$ cat src/rtl/fuzzy_phase_sequencer_if.sv
// Handshake/bus bundle between the sequencer and its controller/datapath.
// master drives subclk/start/samples/clr_ovr; slave (the sequencer) drives status and enables.
interface fuzzy_phase_sequencer_if #(
    parameter int DATA_W = 8
);
    logic [3:0]        subclk;
    logic              start;
    logic [DATA_W-1:0] err_in;
    logic [DATA_W-1:0] derr_in;
    logic              clr_ovr;
    logic              ready;
    logic              busy;
    logic [3:0]        stage_en;
    logic [DATA_W-1:0] err_q;
    logic [DATA_W-1:0] derr_q;
    logic              done;
    logic              overrun;
    logic              timeout;

    modport master (
        output subclk, start, err_in, derr_in, clr_ovr,
        input  ready, busy, stage_en, err_q, derr_q, done, overrun, timeout
    );

    modport slave (
        input  subclk, start, err_in, derr_in, clr_ovr,
        output ready, busy, stage_en, err_q, derr_q, done, overrun, timeout
    );
endinterface

$ cat src/rtl/fuzzy_phase_sequencer.sv
// Steps one fuzzy evaluation ARM->FUZZ->RULE->AGG->DEFUZZ, one stage per rising edge of subclk[TICK_SEL].
// Latency: acceptance to done is 4P+1..5P cycles (P = 2^(4-TICK_SEL)); all outputs registered.
// Backpressure: start is taken only while ready; a start while busy is dropped and flags overrun. SEQ_WATCHDOG_EN adds a stall abort.
module fuzzy_phase_sequencer #(
    parameter int DATA_W      = 8,
    parameter int TICK_SEL    = 0,
    parameter int WDOG_CYCLES = 64
) (
    input logic                   clk,
    input logic                   rst_n,
    fuzzy_phase_sequencer_if.slave bus
);
    typedef enum logic [2:0] {S_IDLE, S_ARM, S_FUZZ, S_RULE, S_AGG, S_DEFUZZ} state_t;

    if (TICK_SEL < 0 || TICK_SEL > 3 || WDOG_CYCLES < 2) begin : g_bad_param
        $error("fuzzy_phase_sequencer: illegal TICK_SEL or WDOG_CYCLES");
    end

    state_t            state_q, state_d;
    logic              prev_q, prev_d;
    logic              tick;
    logic              ready_q, ready_d;
    logic [3:0]        stage_en_q, stage_en_d;
    logic              done_q, done_d;
    logic              overrun_q, overrun_d;
    logic              timeout_q, timeout_d;
    logic [DATA_W-1:0] err_q, err_d;
    logic [DATA_W-1:0] derr_q, derr_d;
    logic              wdog_expire;

    assign prev_d = bus.subclk[TICK_SEL];
    assign tick   = bus.subclk[TICK_SEL] & ~prev_q;

`ifdef SEQ_WATCHDOG_EN
    localparam int CNT_W = $clog2(WDOG_CYCLES) + 1;
    logic [CNT_W-1:0] wdog_q, wdog_d;

    // Counts cycles since the last tick; only meaningful outside IDLE.
    assign wdog_expire = (state_q != S_IDLE) && !tick && (wdog_q == CNT_W'(WDOG_CYCLES - 1));

    always_comb begin
        wdog_d = wdog_q + 1'b1;
        if (state_q == S_IDLE || tick || wdog_expire) begin
            wdog_d = '0;
        end
    end

    always_ff @(posedge clk or negedge rst_n) begin
        if (!rst_n) begin
            wdog_q <= '0;
        end else begin
            wdog_q <= wdog_d;
        end
    end
`else
    assign wdog_expire = 1'b0;
`endif

    always_comb begin
        state_d   = state_q;
        err_d     = err_q;
        derr_d    = derr_q;
        done_d    = 1'b0;
        timeout_d = 1'b0;
        overrun_d = overrun_q;
        if (bus.clr_ovr) begin
            overrun_d = 1'b0;
        end
        if (bus.start && state_q != S_IDLE) begin
            overrun_d = 1'b1;
        end
        if (wdog_expire) begin
            state_d   = S_IDLE;
            timeout_d = 1'b1;
        end else begin
            case (state_q)
                S_IDLE: begin
                    // A tick coincident with acceptance is deliberately not consumed.
                    if (bus.start) begin
                        state_d = S_ARM;
                        err_d   = bus.err_in;
                        derr_d  = bus.derr_in;
                    end
                end
                S_ARM:    if (tick) state_d = S_FUZZ;
                S_FUZZ:   if (tick) state_d = S_RULE;
                S_RULE:   if (tick) state_d = S_AGG;
                S_AGG:    if (tick) state_d = S_DEFUZZ;
                S_DEFUZZ: begin
                    if (tick) begin
                        state_d = S_IDLE;
                        done_d  = 1'b1;
                    end
                end
                default:  state_d = S_IDLE;
            endcase
        end

        ready_d = (state_d == S_IDLE);
        case (state_d)
            S_FUZZ:   stage_en_d = 4'b0001;
            S_RULE:   stage_en_d = 4'b0010;
            S_AGG:    stage_en_d = 4'b0100;
            S_DEFUZZ: stage_en_d = 4'b1000;
            default:  stage_en_d = 4'b0000;
        endcase
    end

    always_ff @(posedge clk or negedge rst_n) begin
        if (!rst_n) begin
            state_q    <= S_IDLE;
            prev_q     <= 1'b1;
            ready_q    <= 1'b1;
            stage_en_q <= 4'b0000;
            done_q     <= 1'b0;
            overrun_q  <= 1'b0;
            timeout_q  <= 1'b0;
            err_q      <= '0;
            derr_q     <= '0;
        end else begin
            state_q    <= state_d;
            prev_q     <= prev_d;
            ready_q    <= ready_d;
            stage_en_q <= stage_en_d;
            done_q     <= done_d;
            overrun_q  <= overrun_d;
            timeout_q  <= timeout_d;
            err_q      <= err_d;
            derr_q     <= derr_d;
        end
    end

    assign bus.ready    = ready_q;
    assign bus.busy     = ~ready_q;
    assign bus.stage_en = stage_en_q;
    assign bus.done     = done_q;
    assign bus.overrun  = overrun_q;
    assign bus.timeout  = timeout_q;
    assign bus.err_q    = err_q;
    assign bus.derr_q   = derr_q;
endmodule

$ cat src/flat_wrapper.sv
// flat-port wrapper written by rule: the top's interface ports become plain ports
module fuzzy_phase_sequencer_flat 
#(
    parameter int DATA_W      = 8,
    parameter int TICK_SEL    = 0,
    parameter int WDOG_CYCLES = 64
)
  (clk, rst_n, bus_subclk, bus_start, bus_err_in, bus_derr_in, bus_clr_ovr, bus_ready, bus_busy, bus_stage_en, bus_err_q, bus_derr_q, bus_done, bus_overrun, bus_timeout);
  fuzzy_phase_sequencer_if #(.DATA_W(DATA_W)) bus_i ();
  input logic clk;
  input logic rst_n;
  input wire logic [$bits(bus_i.subclk)-1:0] bus_subclk;
  input wire logic [$bits(bus_i.start)-1:0] bus_start;
  input wire logic [$bits(bus_i.err_in)-1:0] bus_err_in;
  input wire logic [$bits(bus_i.derr_in)-1:0] bus_derr_in;
  input wire logic [$bits(bus_i.clr_ovr)-1:0] bus_clr_ovr;
  output wire logic [$bits(bus_i.ready)-1:0] bus_ready;
  output wire logic [$bits(bus_i.busy)-1:0] bus_busy;
  output wire logic [$bits(bus_i.stage_en)-1:0] bus_stage_en;
  output wire logic [$bits(bus_i.err_q)-1:0] bus_err_q;
  output wire logic [$bits(bus_i.derr_q)-1:0] bus_derr_q;
  output wire logic [$bits(bus_i.done)-1:0] bus_done;
  output wire logic [$bits(bus_i.overrun)-1:0] bus_overrun;
  output wire logic [$bits(bus_i.timeout)-1:0] bus_timeout;
  assign bus_i.subclk = bus_subclk;
  assign bus_i.start = bus_start;
  assign bus_i.err_in = bus_err_in;
  assign bus_i.derr_in = bus_derr_in;
  assign bus_i.clr_ovr = bus_clr_ovr;
  assign bus_ready = bus_i.ready;
  assign bus_busy = bus_i.busy;
  assign bus_stage_en = bus_i.stage_en;
  assign bus_err_q = bus_i.err_q;
  assign bus_derr_q = bus_i.derr_q;
  assign bus_done = bus_i.done;
  assign bus_overrun = bus_i.overrun;
  assign bus_timeout = bus_i.timeout;
  fuzzy_phase_sequencer #(.DATA_W(DATA_W), .TICK_SEL(TICK_SEL), .WDOG_CYCLES(WDOG_CYCLES)) u_core (.clk(clk), .rst_n(rst_n), .bus(bus_i));
endmodule
$ cat config.mk
export PLATFORM = sky130hd
export DESIGN_NAME = fuzzy_phase_sequencer_flat
export DESIGN_NICKNAME = d
export VERILOG_FILES = /design/src/rtl/fuzzy_phase_sequencer_if.sv /design/src/rtl/fuzzy_phase_sequencer.sv /design/src/flat_wrapper.sv
export SDC_FILE = /design/constraint.sdc
export NUM_CORES = 1
export LEC_CHECK = 0
export CORE_AREA = 2 2 59 61
export CTS_BUF_LIST = sky130_fd_sc_hd__clkbuf_16
export CTS_CLUSTER_DIAMETER = 60
export DETAILED_ROUTE_END_ITERATION = 8
export DIE_AREA = 0 0 61 63
export MAX_ROUTING_LAYER = met4
export PLACE_DENSITY = 0.77
export SYNTH_ARGS = -nofsm -noshare
export SYNTH_HDL_FRONTEND = slang
export SYNTH_SLANG_ARGS = --single-unit
$ cat constraint.sdc
create_clock -name clk -period 1.5 [get_ports clk]
set_input_delay 0.3 -clock clk [delete_from_list [all_inputs] [get_ports clk]]
set_output_delay 0.3 -clock clk [all_outputs]
set_load 0.02 [all_outputs]
==> run metrics <==
status complete, but fails checks; failing checks setup timing; Placement Cell Area 1670 sq um; Clk Latency, worst-skew pair 0.26 ns; # IOs 49; # hold bufs at CTS 0; Combinational Power Share 49.9%; top-count cell post-synth dfrtp_1; Post-route DRC 0; top cell type's share of synthesized area 55.4%; Commonest cells post-synth dfrtp_1 (25), mux2_4 (10), mux2_2 (6), o21ai_0 (5), inv_1 (4); placed insts 174; Startpoint Class flop; mux share of post-synthesis cell area 19.3%; vias in the first global route 853; worst hold path class input port to async pin; Max-cap violations 0; Clock power frac 16.4%; final WL 2.43 mm; per-cell routed wire length 13.5 um; total die area 3840 sq um; die width 61 um; Vias per Instance 4.40; top area cells in the synthesized netlist dfrtp_1 (55%), mux2_4 (13%), mux2_2 (6.0%); IO Port Bufs 44; Warnings, synthesis 0; NetSw 0.00124 W; Antenna Cells 0; total CTS buffers 3; number of distinct library cells after synthesis 27; clk sinks 27; final hold violation count 0; sw frac 34.5%; Synth Area in Adders 0%; Int Pwr 0.00235 W; clk root buf clkbuf_16; Total Nets Final 159; Vias 792; PD cells 2010 nW/um^2; RePlAce Congestion 0.729; VDD IR-drop max 0.593 mV; Simple-Gate Fraction of Synth Area 9.31%; share of post-route cells with drive strength above 1 26.9%; max-slew violation count 0; Compound-Gate Fraction of Synth Area 5.21%; post-route ant nets 0; first-pass GRT wire length 4.00 mm; Finished Core Util 55.2%; Crit Path Max Fanout 10; Sum Neg Setup Slack -0.184 ns; Netlist Area Pre-Place 1130 sq um; unrepaired setup endpoints after global routing true; Post-synth EDFFs 0; total power 0.00359 W; # setup viols final 10; Synth async-reset ratio 100%; Synth Area in XOR/XNOR 0.776%; Overflow after GRT 0; CP Class flop to flop; row cnt 21; min cycle time layout 1.53 ns; Total GRT Usage 14.2%; Starting Density 34.9%; main combinational cell family by area after synthesis multiplexers; H-tree depth 1; die height 63 um; initial antenna violation count 0; Synth Instances 79; Setup Skew 0.00181 ns; Fmax 654 MHz; CP Data Arrival Time 1.67 ns; Core ar. 3230 sq um; register area share after synthesis 60.1%; Mapped Nets 103; sequential group share of total power 33.7%; First-pass DRT Iterations 4; Non-Filler Instances 180; dpl hpwl 1.83 mm; Synth Flop Type dfrtp_1; TritonCTS clock tree done; part of the cycle the worst path needs 102%; largest net degree at the start of global routing 28; Final Worst Setup Slack -0.0281 ns; Clk pin slew, worst setup/hold paths 0.06 ns; Crit path required time 1.64 ns; design area 1780 sq um; #FFs+latches synth 27; Synth Area per Inst 14.3 sq um; Area growth syn-to-layout 58.0%; Max Root-Sink Buffers 2; biggest area consumer among synthesized cells dfrtp_1; Lkg Pwr 0.912 nW; Iter 0 DRT Violations 13; CP endpoint kind flop
worst paths after layout:
path / slack (ns) / start / endpoint / cells past startpoint
worst min-delay path: 0.41 / rst_n / u_core.bus.err_q[4]$_DFFE_PN0P_ / 2
worst max-delay path: -0.03 / u_core.state_q[1]$_DFF_PN0_ / u_core.bus.err_q[2]$_DFFE_PN0P_ / 4
worst min register to register: 0.51 / u_core.bus.derr_q[5]$_DFFE_PN0P_ / u_core.bus.derr_q[5]$_DFFE_PN0P_ / 1
max in group asynchronous: 0.80 / rst_n / u_core.prev_q$_DFF_PN1_ / 2
worst max register to register: -0.03 / u_core.state_q[1]$_DFF_PN0_ / u_core.bus.err_q[2]$_DFFE_PN0P_ / 4
min in group clk: 0.50 / bus_subclk[0] / u_core.prev_q$_DFF_PN1_ / 1
metal layers:
| layer | vias to the layer above | track usage, % | part of all wire (%) |
|---|---|---|---|
| met4 | 0 | 4.89 | 0.49 |
| met2 | 31 | 24.6 | 52 |
| met5 | - | - | 0 |
| li1 | 374 | - | - |
| met1 | 385 | 16.2 | 40 |
| met3 | 2 | 2.28 | 7.2 |
flip-flops by register name, summed over array words and instances, names as in the netlist:
name / flops
u_core.bus.derr_q: 8
u_core.bus.err_q: 8
u_core.bus.stage_en: 4
u_core.state_q: 3
u_core.bus.done: 1
u_core.bus.overrun: 1
u_core.bus.ready: 1
u_core.prev_q: 1
cell families (layout without fill, tap and decap cells):
family / count (synthesis) / count (layout)
buf+inv: 9 / 64
compound gates: 10 / 10
flops: 27 / 27
mux: 16 / 16
simple gates: 15 / 15
other cells: 1 / 1
xor+xnor: 1 / 1
cell type report:
type                       instances  area [sq um]
clock buffer                       3          75.1
clock inverter                     1          5.00
fill                             295          1450
inverter                           4          15.0
multi-input combinational         43           417
sequential                        27           678
tap                               46          57.6
timing repair buffer              56           536
stage by stage:
step | hold WS, ns | setup WS, ns
floorplan | 0.00441 | -0.120
global placement | 0.490 | -0.0703
detailed placement | 0.495 | -0.122
CTS | 0.415 | -0.0263
global route | 0.437 | -0.0695
finish | 0.408 | -0.0281
power groups by stage:
stage | combinational, W | clock [W] | sequential, W
final | 0.00179 | 0.000587 | 0.00121
after global routing | 0.00191 | 0.000646 | 0.00124
after CTS | 0.00177 | 0.000608 | 0.00121
after detailed placement | 0.00188 | 0 | 0.00123
after global placement | 0.00184 | 0 | 0.00120
after floorplan | 0.000708 | 0 | 0.00156
worst max-delay path: stages, from the launching register on:
cell and delay, ns:
dfrtp_1 0.40, or3_4 0.41, nor2_8 0.14, buf_12 0.16, mux2_4 0.31
placed cells by master, fill, tap and decap left out:
master	count
a2111oi_0	1
buf_4	9
nor3_1	1
conb_1	1
dfrtp_1	25
a21o_1	1
mux2_4	16
nor2_1	2
dfstp_2	2
o31ai_1	1
dlygate4sd2_1	20
nand3b_1	1
clkdlybuf4s50_1	20
and3b_1	1
clkinv_2	1
xnor2_1	1
o21ai_0	5
a21oi_1	2
clkbuf_16	3
buf_12	1
buf_6	2
nor3b_1	1
dlymetal6s2s_1	4
and3_1	1
nand2_1	2
nand2b_1	3
inv_1	4
or3_4	1
nand3_1	1
nor2_8	1
timing repair:
action | 4_1_cts | 5_1_grt
resized for setup | 26 | 6
setup endpoints to repair | 36 | 20
buffers inserted | 1 | 1
pin swaps | 2 | 0
(Power assumes the default switching activity.)
